`config.mk`:
```
export PLATFORM = sky130hd
export DESIGN_NAME = pipe_hazard_ctrl
export DESIGN_NICKNAME = d
export VERILOG_FILES = /design/src/rtl/hazard_pkg.sv /design/src/rtl/hazard_mdu_seq.sv /design/src/rtl/pipe_hazard_ctrl.sv
export SDC_FILE = /design/constraint.sdc
export NUM_CORES = 1
export LEC_CHECK = 0
export BUFFER_PORTS_ARGS = -buffer_cell sky130_fd_sc_hd__buf_2
export CORE_MARGIN = 10
export CORE_UTILIZATION = 36
export DETAILED_ROUTE_END_ITERATION = 8
export HOLD_SLACK_MARGIN = 0.1
export PLACE_DENSITY = 0.8
export SETUP_SLACK_MARGIN = 0.05
export SLEW_MARGIN = 40
export SYNTH_ARGS = -nofsm -noshare
export SYNTH_HDL_FRONTEND = slang
export SYNTH_SLANG_ARGS = --single-unit
export TNS_END_PERCENT = 100
```
`constraint.sdc`:
```
create_clock -name clk_i -period 1.45 [get_ports clk_i]
set_input_delay 0.0725 -clock clk_i [delete_from_list [all_inputs] [get_ports clk_i]]
set_output_delay 0.0725 -clock clk_i [all_outputs]
set_load 0.1 [all_outputs]
```
`src/rtl/hazard_pkg.sv`:
```
// rtl/hazard_pkg.sv - shared types and helpers for the pipeline hazard controller
package hazard_pkg;

    typedef enum logic [1:0] {
        FWD_NONE = 2'b00,
        FWD_WB   = 2'b01,
        FWD_MEM  = 2'b10
    } fwd_sel_e;

    typedef enum logic {
        IDLE = 1'b0,
        BUSY = 1'b1
    } mdu_state_e;

    localparam logic [4:0] REG_ZERO = 5'd0;

    // MEM is the younger producer, so it wins over WB
    function automatic fwd_sel_e fwd_select(
        input logic [4:0] src,
        input logic       en_mem,
        input logic [4:0] wr_mem,
        input logic       en_wb,
        input logic [4:0] wr_wb
    );
        if (en_mem && (wr_mem != REG_ZERO) && (wr_mem == src)) begin
            return FWD_MEM;
        end
        if (en_wb && (wr_wb != REG_ZERO) && (wr_wb == src)) begin
            return FWD_WB;
        end
        return FWD_NONE;
    endfunction

endpackage

```
`src/rtl/hazard_mdu_seq.sv`:
```
// rtl/hazard_mdu_seq.sv - holds a multi-cycle MDU op in EX for MDU_LAT cycles
module hazard_mdu_seq
    import hazard_pkg::*;
#(
    parameter int MDU_LAT = 4
) (
    input  logic clk_i,
    input  logic reset_ni,
    input  logic start,
    output logic hold,
    output logic busy
);

    localparam int CW = (MDU_LAT > 2) ? $clog2(MDU_LAT - 1) : 1;
    localparam logic [CW-1:0] CNT_INIT = (MDU_LAT > 2) ? CW'(MDU_LAT - 2) : '0;

    mdu_state_e    state, state_nxt;
    logic [CW-1:0] cnt, cnt_nxt;

    always_ff @(posedge clk_i or negedge reset_ni) begin
        if (!reset_ni) begin
            state <= IDLE;
            cnt   <= '0;
        end else begin
            state <= state_nxt;
            cnt   <= cnt_nxt;
        end
    end

    // The first EX cycle is spent in IDLE, so BUSY only covers the remaining ones
    always_comb begin
        state_nxt = state;
        cnt_nxt   = cnt;
        hold      = 1'b0;
        case (state)
            IDLE: begin
                if (start && (MDU_LAT > 1)) begin
                    hold      = 1'b1;
                    cnt_nxt   = CNT_INIT;
                    state_nxt = BUSY;
                end
            end
            BUSY: begin
                if (cnt != '0) begin
                    hold    = 1'b1;
                    cnt_nxt = cnt - CW'(1);
                end else begin
                    state_nxt = IDLE;
                end
            end
            default: state_nxt = IDLE;
        endcase
    end

    assign busy = (state == BUSY);

endmodule

```
`src/rtl/pipe_hazard_ctrl.sv`:
```
// rtl/pipe_hazard_ctrl.sv - 5-stage pipeline stall/flush/forwarding control; HAZARD_PERF_EN adds perf counters
module pipe_hazard_ctrl
    import hazard_pkg::*;
#(
    parameter int MDU_LAT = 4
`ifdef HAZARD_PERF_EN
    ,
    parameter int CNT_W   = 32
`endif
) (
    input  logic             clk_i,
    input  logic             reset_ni,
    input  logic [4:0]       rs_id5,
    input  logic [4:0]       rt_id5,
    input  logic [4:0]       rs_ex5,
    input  logic [4:0]       rt_ex5,
    input  logic [4:0]       write_reg_ex5,
    input  logic             enable_wreg_ex,
    input  logic             mem_to_reg_ex,
    input  logic [4:0]       write_reg_mem5,
    input  logic             enable_wreg_mem,
    input  logic [4:0]       write_reg_wb5,
    input  logic             enable_wreg_wb,
    input  logic             pc_src_ex,
    input  logic             mdu_start_ex,
    output logic             stall_if_o,
    output logic             stall_id_o,
    output logic             stall_ex_o,
    output logic             flush_id_o,
    output logic             flush_ex_o,
    output logic             flush_mem_o,
    output logic [1:0]       fwd_a_ex2,
    output logic [1:0]       fwd_b_ex2,
`ifdef HAZARD_PERF_EN
    output logic [CNT_W-1:0] stall_cycles_o,
    output logic [CNT_W-1:0] flush_count_o,
`endif
    output logic             mdu_busy_o
);

    logic     mdu_hold, mdu_busy;
    logic     load_use, lu_stall;
    logic     stall_front, flush_ex;
    fwd_sel_e fwd_a, fwd_b;

    hazard_mdu_seq #(
        .MDU_LAT (MDU_LAT)
    ) u_mdu_seq (
        .clk_i    (clk_i),
        .reset_ni (reset_ni),
        .start    (mdu_start_ex),
        .hold     (mdu_hold),
        .busy     (mdu_busy)
    );

    assign fwd_a = fwd_select(rs_ex5, enable_wreg_mem, write_reg_mem5, enable_wreg_wb, write_reg_wb5);
    assign fwd_b = fwd_select(rt_ex5, enable_wreg_mem, write_reg_mem5, enable_wreg_wb, write_reg_wb5);

    assign load_use = mem_to_reg_ex && enable_wreg_ex && (write_reg_ex5 != REG_ZERO) &&
                      ((write_reg_ex5 == rs_id5) || (write_reg_ex5 == rt_id5));

    // A taken branch squashes the dependent ID instr; an MDU hold freezes ID/EX anyway
    assign lu_stall    = load_use && !pc_src_ex && !mdu_hold;
    assign stall_front = mdu_hold || lu_stall;
    assign flush_ex    = pc_src_ex || lu_stall;

    // Outputs are forced low combinationally so they drop the instant reset asserts
    assign stall_if_o  = reset_ni && stall_front;
    assign stall_id_o  = reset_ni && stall_front;
    assign stall_ex_o  = reset_ni && mdu_hold;
    assign flush_id_o  = reset_ni && pc_src_ex;
    assign flush_ex_o  = reset_ni && flush_ex;
    assign flush_mem_o = reset_ni && mdu_hold;
    assign fwd_a_ex2   = reset_ni ? fwd_a : FWD_NONE;
    assign fwd_b_ex2   = reset_ni ? fwd_b : FWD_NONE;
    assign mdu_busy_o  = reset_ni && mdu_busy;

`ifdef HAZARD_PERF_EN
    logic [CNT_W-1:0] stall_cnt, flush_cnt;

    always_ff @(posedge clk_i or negedge reset_ni) begin
        if (!reset_ni) begin
            stall_cnt <= '0;
            flush_cnt <= '0;
        end else begin
            if (stall_front && (stall_cnt != '1)) begin
                stall_cnt <= stall_cnt + CNT_W'(1);
            end
            if (pc_src_ex && (flush_cnt != '1)) begin
                flush_cnt <= flush_cnt + CNT_W'(1);
            end
        end
    end

    assign stall_cycles_o = stall_cnt;
    assign flush_count_o  = flush_cnt;
`endif

endmodule
```
==> results of run 1 <==
worst max-delay path, delay by kind of cell:
family                 cells  cell delay [ns]
AND/OR/NAND/NOR            3             0.91
buffers and inverters      2             0.32
AO/OA/AOI/OAI              1             0.12
Yosys cell counts:
cell type and n:
sky130_fd_sc_hd__buf_4 2, sky130_fd_sc_hd__o22ai_1 1, sky130_fd_sc_hd__xnor2_1 6, sky130_fd_sc_hd__nor2_1 5, sky130_fd_sc_hd__or4_4 1, sky130_fd_sc_hd__nand3_1 3
sky130_fd_sc_hd__and2_1 3, sky130_fd_sc_hd__xor2_1 24, sky130_fd_sc_hd__nor4_1 2, sky130_fd_sc_hd__a21oi_1 2, sky130_fd_sc_hd__dfrtp_1 3, sky130_fd_sc_hd__inv_1 4
sky130_fd_sc_hd__nand2_1 3, sky130_fd_sc_hd__a22oi_1 2, sky130_fd_sc_hd__or4_1 4, sky130_fd_sc_hd__nor4_2 2, sky130_fd_sc_hd__o21ai_2 1, sky130_fd_sc_hd__nor3_1 2
sky130_fd_sc_hd__o41ai_1 2, sky130_fd_sc_hd__ha_1 1, sky130_fd_sc_hd__o211ai_1 1
flip-flops by register name, summed over array words and instances, names as in the netlist:
register / flops
u_mdu_seq.busy: 1
u_mdu_seq.cnt: 2
worst paths after layout:
kind | slack [ns] | end | cells after the start
max | -0.07 | fwd_b_ex2[0] | 6
max reg2reg | 0.31 | u_mdu_seq.cnt[1]$_DFFE_PN0P_ | 6
min in group asynchronous | 0.36 | u_mdu_seq.cnt[1]$_DFFE_PN0P_ | 3
min | 0.27 | u_mdu_seq.cnt[1]$_DFFE_PN0P_ | 3
max in group asynchronous | 0.93 | u_mdu_seq.busy$_DFF_PN0_ | 3
min reg2reg | 0.57 | u_mdu_seq.cnt[0]$_DFFE_PN0P_ | 3
kinds of logic (layout without fill, tap and decap cells):
kind of cell               after synthesis  count (layout)  synth area share (%)
xor gates and xnor gates                30              30                  43.9
and+or+nand+nor                         25              25                  25.5
AOI/OAI and AO/OA                        9               9                  10.9
buffers and inverters                    6              78                  5.02
DFF                                      3               3                  12.6
adders and majority gates                1               1                  2.09
power groups by stage:
stage                     Combinational, mW  Clock [mW]  Sequential [mW]
final                                  1.24       0.153            0.175
after global routing                   1.32       0.164            0.178
after CTS                              1.19       0.155            0.170
after detailed placement               1.07           0            0.168
after global placement                 1.04           0            0.165
after floorplan                       0.770           0            0.161
cell type report:
| class | instances | area [um^2] | area share [%] |
|---|---|---|---|
| clock buffers | 4 | 26.3 | 1.91 |
| inverters | 4 | 18.8 | 1.37 |
| multi-input cells | 65 | 647 | 47.1 |
| flip-flops and latches | 3 | 76.3 | 5.56 |
| well taps | 16 | 20.0 | 1.46 |
| repair buffers | 70 | 584 | 42.6 |
layer usage:
layer / vias up / track usage, % / share of wire (%)
met5: - / 0 / 0
met4: 0 / 7.21 / 1.5
met3: 6 / 6.47 / 13
met2: 49 / 28.8 / 53
met1: 389 / 14.2 / 32
li1: 406 / - / -
timing repair:
action                                 4_1_cts  5_1_grt
endpoints found under the hold margin        3        0
setup endpoints to repair                    9       10
hold buffers                                 1        0
gates resized for setup                     17        6
buffers inserted                             4        2
pin swaps                                   10        2
cells in the final DEF (no fill, tap or decap), drive strengths merged, types with 3 or more instances in the layout:
cell type and n:
buf 69, xor2 24, dfrtp 3, and2 3
nor4 4, or4 5, nor2 5, nand2 3
inv 3, nand3 3, xnor2 6, clkbuf 4
==> results_dict.tcl, run 1 <==
set metrics [dict create \
    final_core_util_pct 89.0 \
    grt_util_all_layers_pct 15.5 \
    synth.top_cell.area_share_pct 35.1 \
    ys_ff_latch 3 \
    number_of_nets_in_the_layout 191 \
    core.rowCount 14 \
    p_clk_share_pct 9.8 \
    die_h_um 60.8 \
    clock_sinks 3 \
    top_level_ports 54 \
    layout.filler_cells 64 \
    number_of_antenna_violations_at_the_first_check_in_global_routing 0 \
    longest_clk_path_bufs 2 \
    power.leakage_nw 0.643 \
    yosys.cell_types.count 21 \
    cts.root.buffer_cell "sky130_fd_sc_hd__clkbuf_4" \
    grt.overflow.total 0 \
    die_area_um2 3690 \
    tightest_slew_ns 0.492 \
    final-setup-viol-count 7 \
    cp_slowest_cell "sky130_fd_sc_hd__or4_4" \
    worst_hold_startpoint "mdu_start_ex" \
    postSynthNetCount 118 \
    post_route_cells_drive_above_1_share_pct 64.4 \
    wire_length_of_the_first_global_routing_pass_mm 4.43 \
    yosys_warnings 0 \
    power.combinational.fraction_pct 79.1 \
    max_freq_ghz 0.660 \
    outcome "complete, but fails checks" \
    grt_start_max_net_pins 8 \
    slew_violations 0 \
    min_path_type "primary input to flip-flop" \
    layout_setup_ws_ns -0.0654 \
    seq_total_area_yosys_pct 12.6 \
    chipWidth_um 60.8 \
    cell_internal_pwr_mw 0.745 \
    sw_frac_of_total_pct 52.6 \
    routed_wirelength_mm 2.86 \
    synth.area.top_cells "sky130_fd_sc_hd__xor2_1, sky130_fd_sc_hd__dfrtp_1, sky130_fd_sc_hd__xnor2_1" \
    dpl.cell_count 151 \
    detailed_place.area_um2 1180 \
    cp_data_arrival_time_ns 1.44 \
    worstSetupEndpointType "output pin" \
    routed_via_density 5.25 \
    drt_iter0_drc 28 \
    initial_utilization_pct 38.8 \
    max-cap-violations 0 \
    crit_path_cell_trace "buf_2 > or4_1 > o211ai_1 > or4_4 > nor4_4 > buf_12" \
    critPathKind "primary input to output pin" \
    flow.area_growth_from_synthesis_pct 129 \
    grt_setup_unrepaired "yes" \
    worst_ir_drop_vdd_uv 955 \
    vias 850 \
    ant_nets 0 \
    timing.critical_path.required_ns 1.38 \
    cts.clk_slew.worst_paths_ns 0.04 \
    netlist_area_um2 598 \
    clk-insertion-delay-late_ns 0.24 \
    min_period_over_period_pct 105 \
    diodes 0 \
    final_period_minus_worst_setup_slack_ns 1.52 \
    floorplan.core_area_um2 1540 \
    finish.cell_count_without_fillers 162 \
    wl_per_cell_um 17.6 \
    worstPathMaxFanout 3 \
    gpl.final_weighted_congestion 0.902 \
    violations_in_the_final_reports "negative setup slack" \
    synth_area_per_cell_um2 8.08 \
    relSlewSlack_pct 67.4 \
    fin_hold_ws_ns 0.267 \
    dpl_worst_slack_ns -0.143 \
    drtPass1Iterations 4 \
    hold_viol_final 0 \
    seq_power_share_pct 11.1 \
    worstSetupStartpointType "primary input" \
    synth.largest_area_cell "sky130_fd_sc_hd__xor2_1" \
    detailed_place_hpwl_mm 2.25 \
    regToRegStartpoint "u_mdu_seq.cnt[1]$_DFFE_PN0P_" \
    finish.instance_area_um2 1370 \
    crit_path_max_incr_delay_ns 0.45 \
    cts_inserted_buffers 3 \
    timing.clock.skew_ns 0.00109 \
    total_switching_power_mw 0.825 \
    cts_tree "done" \
    cts.htree.levels 1 \
    startpoint_of_the_worst_setup_timing_path "write_reg_wb5[3]" \
    post_synth_inst_count 74 \
    total_power_mw 1.57 \
    finalSetupTns_ns -0.359 \
    route.detailed.drc 0 \
    power-per-cell-area_nw_per_um2 1140 \
    grt_pass1_vias 974 \
    io_buffer_count 53 \
]
No activity file was read; power rests on OpenSTA's default activity.
==> run 2: changes to the inputs <==
--- a/config.mk
+++ b/config.mk
@@ -7,13 +7,14 @@
 export LEC_CHECK = 0
 export BUFFER_PORTS_ARGS = -buffer_cell sky130_fd_sc_hd__buf_2
 export CORE_MARGIN = 10
-export CORE_UTILIZATION = 36
+export CORE_UTILIZATION = 37
 export DETAILED_ROUTE_END_ITERATION = 8
 export HOLD_SLACK_MARGIN = 0.1
-export PLACE_DENSITY = 0.8
+export PLACE_DENSITY = 0.81
 export SETUP_SLACK_MARGIN = 0.05
 export SLEW_MARGIN = 40
 export SYNTH_ARGS = -nofsm -noshare
 export SYNTH_HDL_FRONTEND = slang
+export SYNTH_HIERARCHICAL = 1
 export SYNTH_SLANG_ARGS = --single-unit
 export TNS_END_PERCENT = 100
==> run 2 against run 1 <==
The run still ends with negative setup slack left. Critical path depth unchanged. Register-to-register slack got worse by 0.15 ns. Global-route usage down 1.9 points. Worst hold slack improved by 0.014 ns. Design area down 0.82%. Clock power is essentially flat. Sequential share of layout area barely moved. Count of clock-buffer cells in the layout unchanged. Largest cell class unchanged. Largest power group unchanged. Highest routed layer unchanged.
==> results_dict.tcl, run 2 <==
set metrics [dict create \
    outcome "complete, but fails checks" \
    violations_in_the_final_reports "negative setup slack" \
    finish.cell_count_without_fillers 163 \
    synth.largest_area_cell "sky130_fd_sc_hd__xor2_1" \
    worst_r2r_path_depth 7 \
    min_path_type "primary input to flip-flop" \
    max-cap-violations 0 \
    worstPathMaxFanout 4 \
    seq_total_area_yosys_pct 12.3 \
    synth.area.top_cells "sky130_fd_sc_hd__xor2_1, sky130_fd_sc_hd__dfrtp_1, sky130_fd_sc_hd__xnor2_1" \
    grt_start_max_net_pins 8 \
    power-per-cell-area_nw_per_um2 1190 \
    chipWidth_um 60.5 \
    ys_ff_latch 3 \
    slew_violations 0 \
    io_buffer_count 53 \
    grt.overflow.total 0 \
    final-setup-viol-count 7 \
    layout.area.seq_um2 75.1 \
    post_synth_inst_count 73 \
    cts_tree "done" \
    min_period_over_period_pct 112 \
    synth_enable_flop_cells 0 \
    critPathKind "flip-flop to output pin" \
    clock_sinks 3 \
    layout.filler_cells 73 \
    wl_per_cell_um 15.9 \
    netlist_area_um2 608 \
    gpl.final_weighted_congestion 0.796 \
    reg2reg_slack_ns 0.16 \
    regToRegStartpoint "u_mdu_seq/cnt[0]$_DFFE_PN0P_" \
    cts.root.buffer_cell "sky130_fd_sc_hd__clkbuf_4" \
    synth.top_cell.area_share_pct 34.6 \
    longest_clk_path_bufs 2 \
    routed_via_density 5.07 \
    fin_hold_ws_ns 0.282 \
    core.rowCount 14 \
    cp_data_arrival_time_ns 1.55 \
    number_of_nets_in_the_layout 192 \
    diodes 0 \
    die_h_um 60.5 \
    floorplan.core_area_um2 1520 \
    wire_length_of_the_first_global_routing_pass_mm 3.92 \
    tightest_slew_ns 0.497 \
    grt_util_all_layers_pct 13.6 \
    crit_path_max_incr_delay_ns 0.38 \
    power.leakage_nw 0.667 \
    final_cell_mix "sky130_fd_sc_hd__buf_2, sky130_fd_sc_hd__xor2_1, sky130_fd_sc_hd__buf_4" \
    timing.clock.skew_ns 0.00359 \
    multi_input_area_um2 646 \
    relSlewSlack_pct 67.1 \
    largest_reg_flops 2 \
    number_of_antenna_violations_at_the_first_check_in_global_routing 0 \
    flow.area_growth_from_synthesis_pct 124 \
    timing.critical_path.required_ns 1.38 \
    cts.clk_slew.worst_paths_ns 0.04 \
    detailed_place_hpwl_mm 2.19 \
    hold_depth 4 \
    final_period_minus_worst_setup_slack_ns 1.63 \
    hold_viol_final 0 \
    dpl.cell_count 151 \
    final_core_util_pct 89.3 \
    most_numerous_cell_types_in_the_synthesized_netlist "sky130_fd_sc_hd__xor2_1, sky130_fd_sc_hd__inv_1, sky130_fd_sc_hd__xnor2_1" \
    route.detailed.drc 0 \
    worstSetupEndpointType "output pin" \
    vias 826 \
    yosys.cell_types.count 22 \
    worst_ir_drop_vdd_uv 1180 \
    drt_iter0_drc 3 \
    largest-register "u_mdu_seq/cnt" \
    grt_setup_unrepaired "yes" \
    postSynthNetCount 117 \
    post_route_cells_drive_above_1_share_pct 64.6 \
    max_freq_ghz 0.615 \
    hold_end "u_mdu_seq/busy$_DFF_PN0_" \
    worst_hold_startpoint "mdu_start_ex" \
    drtPass1Iterations 4 \
    synth_top_flop_cell "sky130_fd_sc_hd__dfrtp_1" \
    mostFrequentLayoutCell "sky130_fd_sc_hd__buf_2" \
    die_area_um2 3670 \
    yosys_warnings 6 \
    synth_area_per_cell_um2 8.33 \
    ant_nets 0 \
    cts_inserted_buffers 3 \
    cp_slowest_cell "sky130_fd_sc_hd__dfrtp_1" \
    grt_pass1_vias 964 \
    initial_utilization_pct 39.9 \
    crit_path_cell_trace "inv_1 > ha_1 > nand2b_4 > o21ai_4 > o41ai_4 > buf_12" \
    routed_wirelength_mm 2.60 \
    asyncSetResetFlopFracSynth_pct 100 \
    top_level_ports 54 \
    dpl_worst_slack_ns -0.167 \
    yosys.cell_count.top_type "sky130_fd_sc_hd__xor2_1" \
    layout_setup_ws_ns -0.176 \
    cts.htree.levels 1 \
    worstSetupStartpointType "flip-flop" \
    regToRegEndpoint "u_mdu_seq/cnt[0]$_DFFE_PN0P_" \
    clk-insertion-delay-late_ns 0.24 \
]
==> run 2: cell count changes in the layout (fill, tap and decap cells not counted), sizes merged <==
cell,previous run,this run
mux2i,0,1
nand2,3,2
nor2,5,3
buf,69,71
nand2b,0,1
inv,3,5
o21ai,1,2
a21oi,2,0
o22ai,1,0
a22oi,2,1
o22a,0,1
==> run 2: routing by layer <==
| metal | GRT usage, % | up-vias | share of wire [%] |
|---|---|---|---|
| met3 | 5.22 | 12 | 11 |
| met1 | 13.4 | 359 | 36 |
| met5 | 0 | - | 0 |
| met4 | 9.72 | 0 | 4.9 |
| met2 | 22.9 | 54 | 48 |
| li1 | - | 401 | - |
==> run 2: repair_timing <==
action                                  CTS  global route
buffers inserted                          5             2
gates resized for setup                  14             3
pin swaps                                10             4
endpoints found under the setup margin    9             9
hold buffers                              1             0
hold endpoints to repair                  3             0
==> run 2: cell type report <==
class	instances	area share [%]
Clock buffer	4	1.93
Inverter	6	1.93
Multi-Input combinational cell	62	47.4
Sequential cell	3	5.51
Tap cell	16	1.47
Timing Repair Buffer	72	41.7
==> run 2: worst max path at each step <==
stage                                  from      endpoint  slack (ns)  cells past startpoint
2_1_floorplan              write_reg_ex5[2]    stall_if_o       -0.78                      5
3_3_place_gp               write_reg_ex5[2]    stall_if_o       -0.10                      6
3_5_place_dp                      rt_ex5[4]  fwd_b_ex2[1]       -0.17                      6
4_1_cts        u_mdu_seq/cnt[0]$_DFFE_PN0P_    stall_if_o       -0.15                      7
5_1_grt        u_mdu_seq/cnt[0]$_DFFE_PN0P_    flush_ex_o       -0.22                      6
6_report       u_mdu_seq/cnt[0]$_DFFE_PN0P_    flush_ex_o       -0.18                      6
==> run 2: cell families (layout without fill, tap and decap cells) <==
family / count (synthesis) / after routing / synth area share, %
adder cells (fa/ha/maj): 1 / 1 / 2.06
multiplexers: 1 / 1 / 1.65
AO/OA/AOI/OAI: 7 / 7 / 9.88
flip-flops: 3 / 3 / 12.3
XOR/XNOR: 30 / 30 / 43.2
buffers and inverters: 8 / 82 / 6.17
AND/OR/NAND/NOR: 23 / 23 / 24.7
==> run 2: worst max-delay path: cells and delay by family, from the launching register on <==
family                     cells  cell delay (ns)
DFF                            1             0.38
and+or+nand+nor                1             0.14
buffers and inverters          2             0.28
adders and majority gates      1             0.15
AOI/OAI and AO/OA              2             0.36
==> run 2: report_power, final <==
part | internal, mW | switching, mW | total, mW | leakage, nW
Combinational | 0.552 | 0.737 | 1.29 | 0.618
Sequential | 0.129 | 0.0418 | 0.171 | 0.0340
Clock | 0.104 | 0.0511 | 0.155 | 0.0150
==> run 2: per-stage QoR <==
step / setup TNS, ns / total power [mW] / instance area [um^2]
final: -0.923 / 1.61 / 1360
after global routing: -1.26 / 1.69 / 1360
after CTS: -0.851 / 1.55 / 1330
after detailed placement: -0.764 / 1.27 / 1180
after global placement: -0.488 / 1.24 / 1180
after floorplan: -2.93 / 0.957 / 713
==> run 3: changes to the inputs <==
--- a/config.mk
+++ b/config.mk
@@ -7,10 +7,10 @@
 export LEC_CHECK = 0
 export BUFFER_PORTS_ARGS = -buffer_cell sky130_fd_sc_hd__buf_2
 export CORE_MARGIN = 10
-export CORE_UTILIZATION = 37
+export CORE_UTILIZATION = 25
 export DETAILED_ROUTE_END_ITERATION = 8
 export HOLD_SLACK_MARGIN = 0.1
-export PLACE_DENSITY = 0.81
+export PLACE_DENSITY = 0.59
 export SETUP_SLACK_MARGIN = 0.05
 export SLEW_MARGIN = 40
 export SYNTH_ARGS = -nofsm -noshare
==> run 3 against run 2 <==
The flow still finishes with violations (negative setup slack). Count of clock-buffer cells in the layout did not move. Setup slack better by 0.014 ns. Register-to-register slack about the same. Sequential power up 2%. Core utilization shrank 28 points. Flip-flop and latch count stayed put. Clock power grew 3%. Non-clock buffer count is 2 lower. Sequential share of layout area decreased by 0.060 points. Global-route usage decreased by 3.0 points. Via count is 0.85% lower. Design area up 1.1%. Largest cell class unchanged.
==> results_dict.tcl, run 3 (same netlist as run 2, synthesis figures left out) <==
set metrics [dict create \
    wl_met1_um 999 \
    reg2reg_slack_ns 0.16 \
    timing.critical_path.required_ns 1.38 \
    largest-register "u_mdu_seq/cnt" \
    cell_internal_pwr_mw 0.773 \
    die_h_um 69.3 \
    grt.overflow.total 0 \
    initial_utilization_pct 27.0 \
    cts_inserted_buffers 3 \
    sw_frac_of_total_pct 52.3 \
    mostFrequentLayoutCell "sky130_fd_sc_hd__buf_2" \
    hold_viol_final 0 \
    drtPass1Iterations 4 \
    floorplan.core_area_um2 2250 \
    min_period_over_period_pct 111 \
    core.rowCount 17 \
    cts.htree.levels 1 \
    grt_setup_unrepaired "yes" \
    layout_setup_ws_ns -0.163 \
    gpl.final_weighted_congestion 0.945 \
    clock_sinks 3 \
    final_cell_mix "sky130_fd_sc_hd__buf_2, sky130_fd_sc_hd__xor2_1, sky130_fd_sc_hd__buf_4" \
    met2_length_mm 1.33 \
    worst_ir_drop_vdd_uv 990 \
    crit_path_cell_trace "inv_2 > ha_4 > nand2b_4 > o21ai_4 > o41ai_4 > buf_12" \
    crit_path_max_incr_delay_ns 0.38 \
    worstSetupEndpointType "output pin" \
    post_route_cells_drive_above_1_share_pct 64.8 \
    seq_power_share_pct 10.8 \
    detailed_place.area_um2 1210 \
    dpl_worst_slack_ns -0.130 \
    met3_length_um 252 \
    clk-insertion-delay-late_ns 0.25 \
    number_of_antenna_violations_at_the_first_check_in_global_routing 0 \
    worstPathMaxFanout 3 \
    violations_in_the_final_reports "negative setup slack" \
    cts_tree "done" \
    highest_layer_used_for_signal_routing "met4" \
    number_of_nets_in_the_layout 190 \
    final_period_minus_worst_setup_slack_ns 1.61 \
    cts.clk_slew.worst_paths_ns 0.04 \
    relSlewSlack_pct 67.8 \
    finalSetupTns_ns -0.662 \
    max_freq_ghz 0.620 \
    worstSetupStartpointType "flip-flop" \
    ant_nets 0 \
    io_buffer_count 53 \
    flow.area_growth_from_synthesis_pct 126 \
    total_switching_power_mw 0.846 \
    p_clk_share_pct 9.8 \
    diodes 0 \
    finish.instance_area_um2 1380 \
    longest_clk_path_bufs 2 \
    max-cap-violations 0 \
    cts.root.buffer_cell "sky130_fd_sc_hd__clkbuf_4" \
    grt_util_all_layers_pct 10.5 \
    route.detailed.drc 0 \
    power.leakage_nw 0.654 \
    grt_pass1_vias 992 \
    routed_via_density 4.73 \
    cp_data_arrival_time_ns 1.54 \
    power-per-cell-area_nw_per_um2 1180 \
    chipWidth_um 69.3 \
    timing.clock.skew_ns 0.00467 \
    top_level_ports 54 \
    tightest_slew_ns 0.487 \
    drt_iter0_drc 19 \
    min_path_type "primary input to flip-flop" \
    routed_wirelength_mm 2.63 \
    power.combinational.fraction_pct 79.4 \
    wire_length_of_the_first_global_routing_pass_mm 4.26 \
    grt_start_max_net_pins 8 \
    wl_per_cell_um 15.2 \
    vias 819 \
    final-setup-viol-count 7 \
    critPathKind "flip-flop to output pin" \
    die_area_um2 4810 \
    detailed_place_hpwl_mm 2.22 \
    outcome "complete, but fails checks" \
    largest_reg_flops 2 \
    slew_violations 0 \
    cp_slowest_cell "sky130_fd_sc_hd__dfrtp_1" \
]
run 3: changes by cell type in the layout (fill, tap and decap cells not counted), sizes merged:
| cell | change |
|---|---|
| buf | -2 |
run 3: path summary, 6_finish.rpt:
kind                                                    from                           end  cells past startpoint
max in group asynchronous                           reset_ni  u_mdu_seq/cnt[1]$_DFFE_PN0P_                      3
worst max register to register  u_mdu_seq/cnt[0]$_DFFE_PN0P_  u_mdu_seq/cnt[1]$_DFFE_PN0P_                      6
worst min register to register  u_mdu_seq/cnt[1]$_DFFE_PN0P_  u_mdu_seq/cnt[1]$_DFFE_PN0P_                      1
worst max-delay path            u_mdu_seq/cnt[0]$_DFFE_PN0P_                    flush_ex_o                      6
min in group asynchronous                           reset_ni      u_mdu_seq/busy$_DFF_PN0_                      3
worst min-delay path                            mdu_start_ex      u_mdu_seq/busy$_DFF_PN0_                      4
run 3: metrics by stage:
stage,instances,power (mW),utilization (%),hold WS [ns]
after floorplan,73,0.957,-,-0.223
after global placement,164,1.25,53.6,0.0181
after detailed placement,164,1.28,53.6,0.0135
after CTS,172,1.54,59.6,0.255
after global routing,173,1.71,61.0,0.276
final,173,1.62,61.0,0.269
run 3: repair_timing:
action,CTS,global route
hold buffers,1,0
setup endpoints to repair,9,9
gates cloned,0,0
hold endpoints to repair,3,0
resized for setup,16,6
buffers inserted,3,1
pin swaps,6,4
run 3: routing by layer:
metal  vias up  global-route usage, %
li1        396                      -
met1       370                   10.0
met2        48                   18.0
met3         5                   4.71
met4         0                   6.65
met5         -                      0
run 3: critical path, delay by kind of cell, from the launching register on:
kind                     cells  cell delay [ns]
buffers and inverters        2             0.31
AO/OA/AOI/OAI                2             0.35
AND/OR/NAND/NOR              1             0.13
flip-flops                   1             0.38
adder cells (fa/ha/maj)      1             0.13
run 3: area by class of cell:
| class | instances | area (um^2) |
|---|---|---|
| sequential | 3 | 75.1 |
| clock buffer | 4 | 26.3 |
| tap | 28 | 35.0 |
| timing repair buffer | 70 | 568 |
| multi-input combinational | 62 | 646 |
| inverter | 6 | 26.3 |
| fill | 202 | 878 |
run 3: power groups by stage:
stage,Sequential (mW),Clock (mW),Combinational [mW]
2_1_floorplan,0.165,0,0.792
3_3_place_gp,0.168,0,1.08
3_5_place_dp,0.173,0,1.11
4_1_cts,0.169,0.164,1.21
5_1_grt,0.179,0.170,1.36
6_report,0.175,0.159,1.29
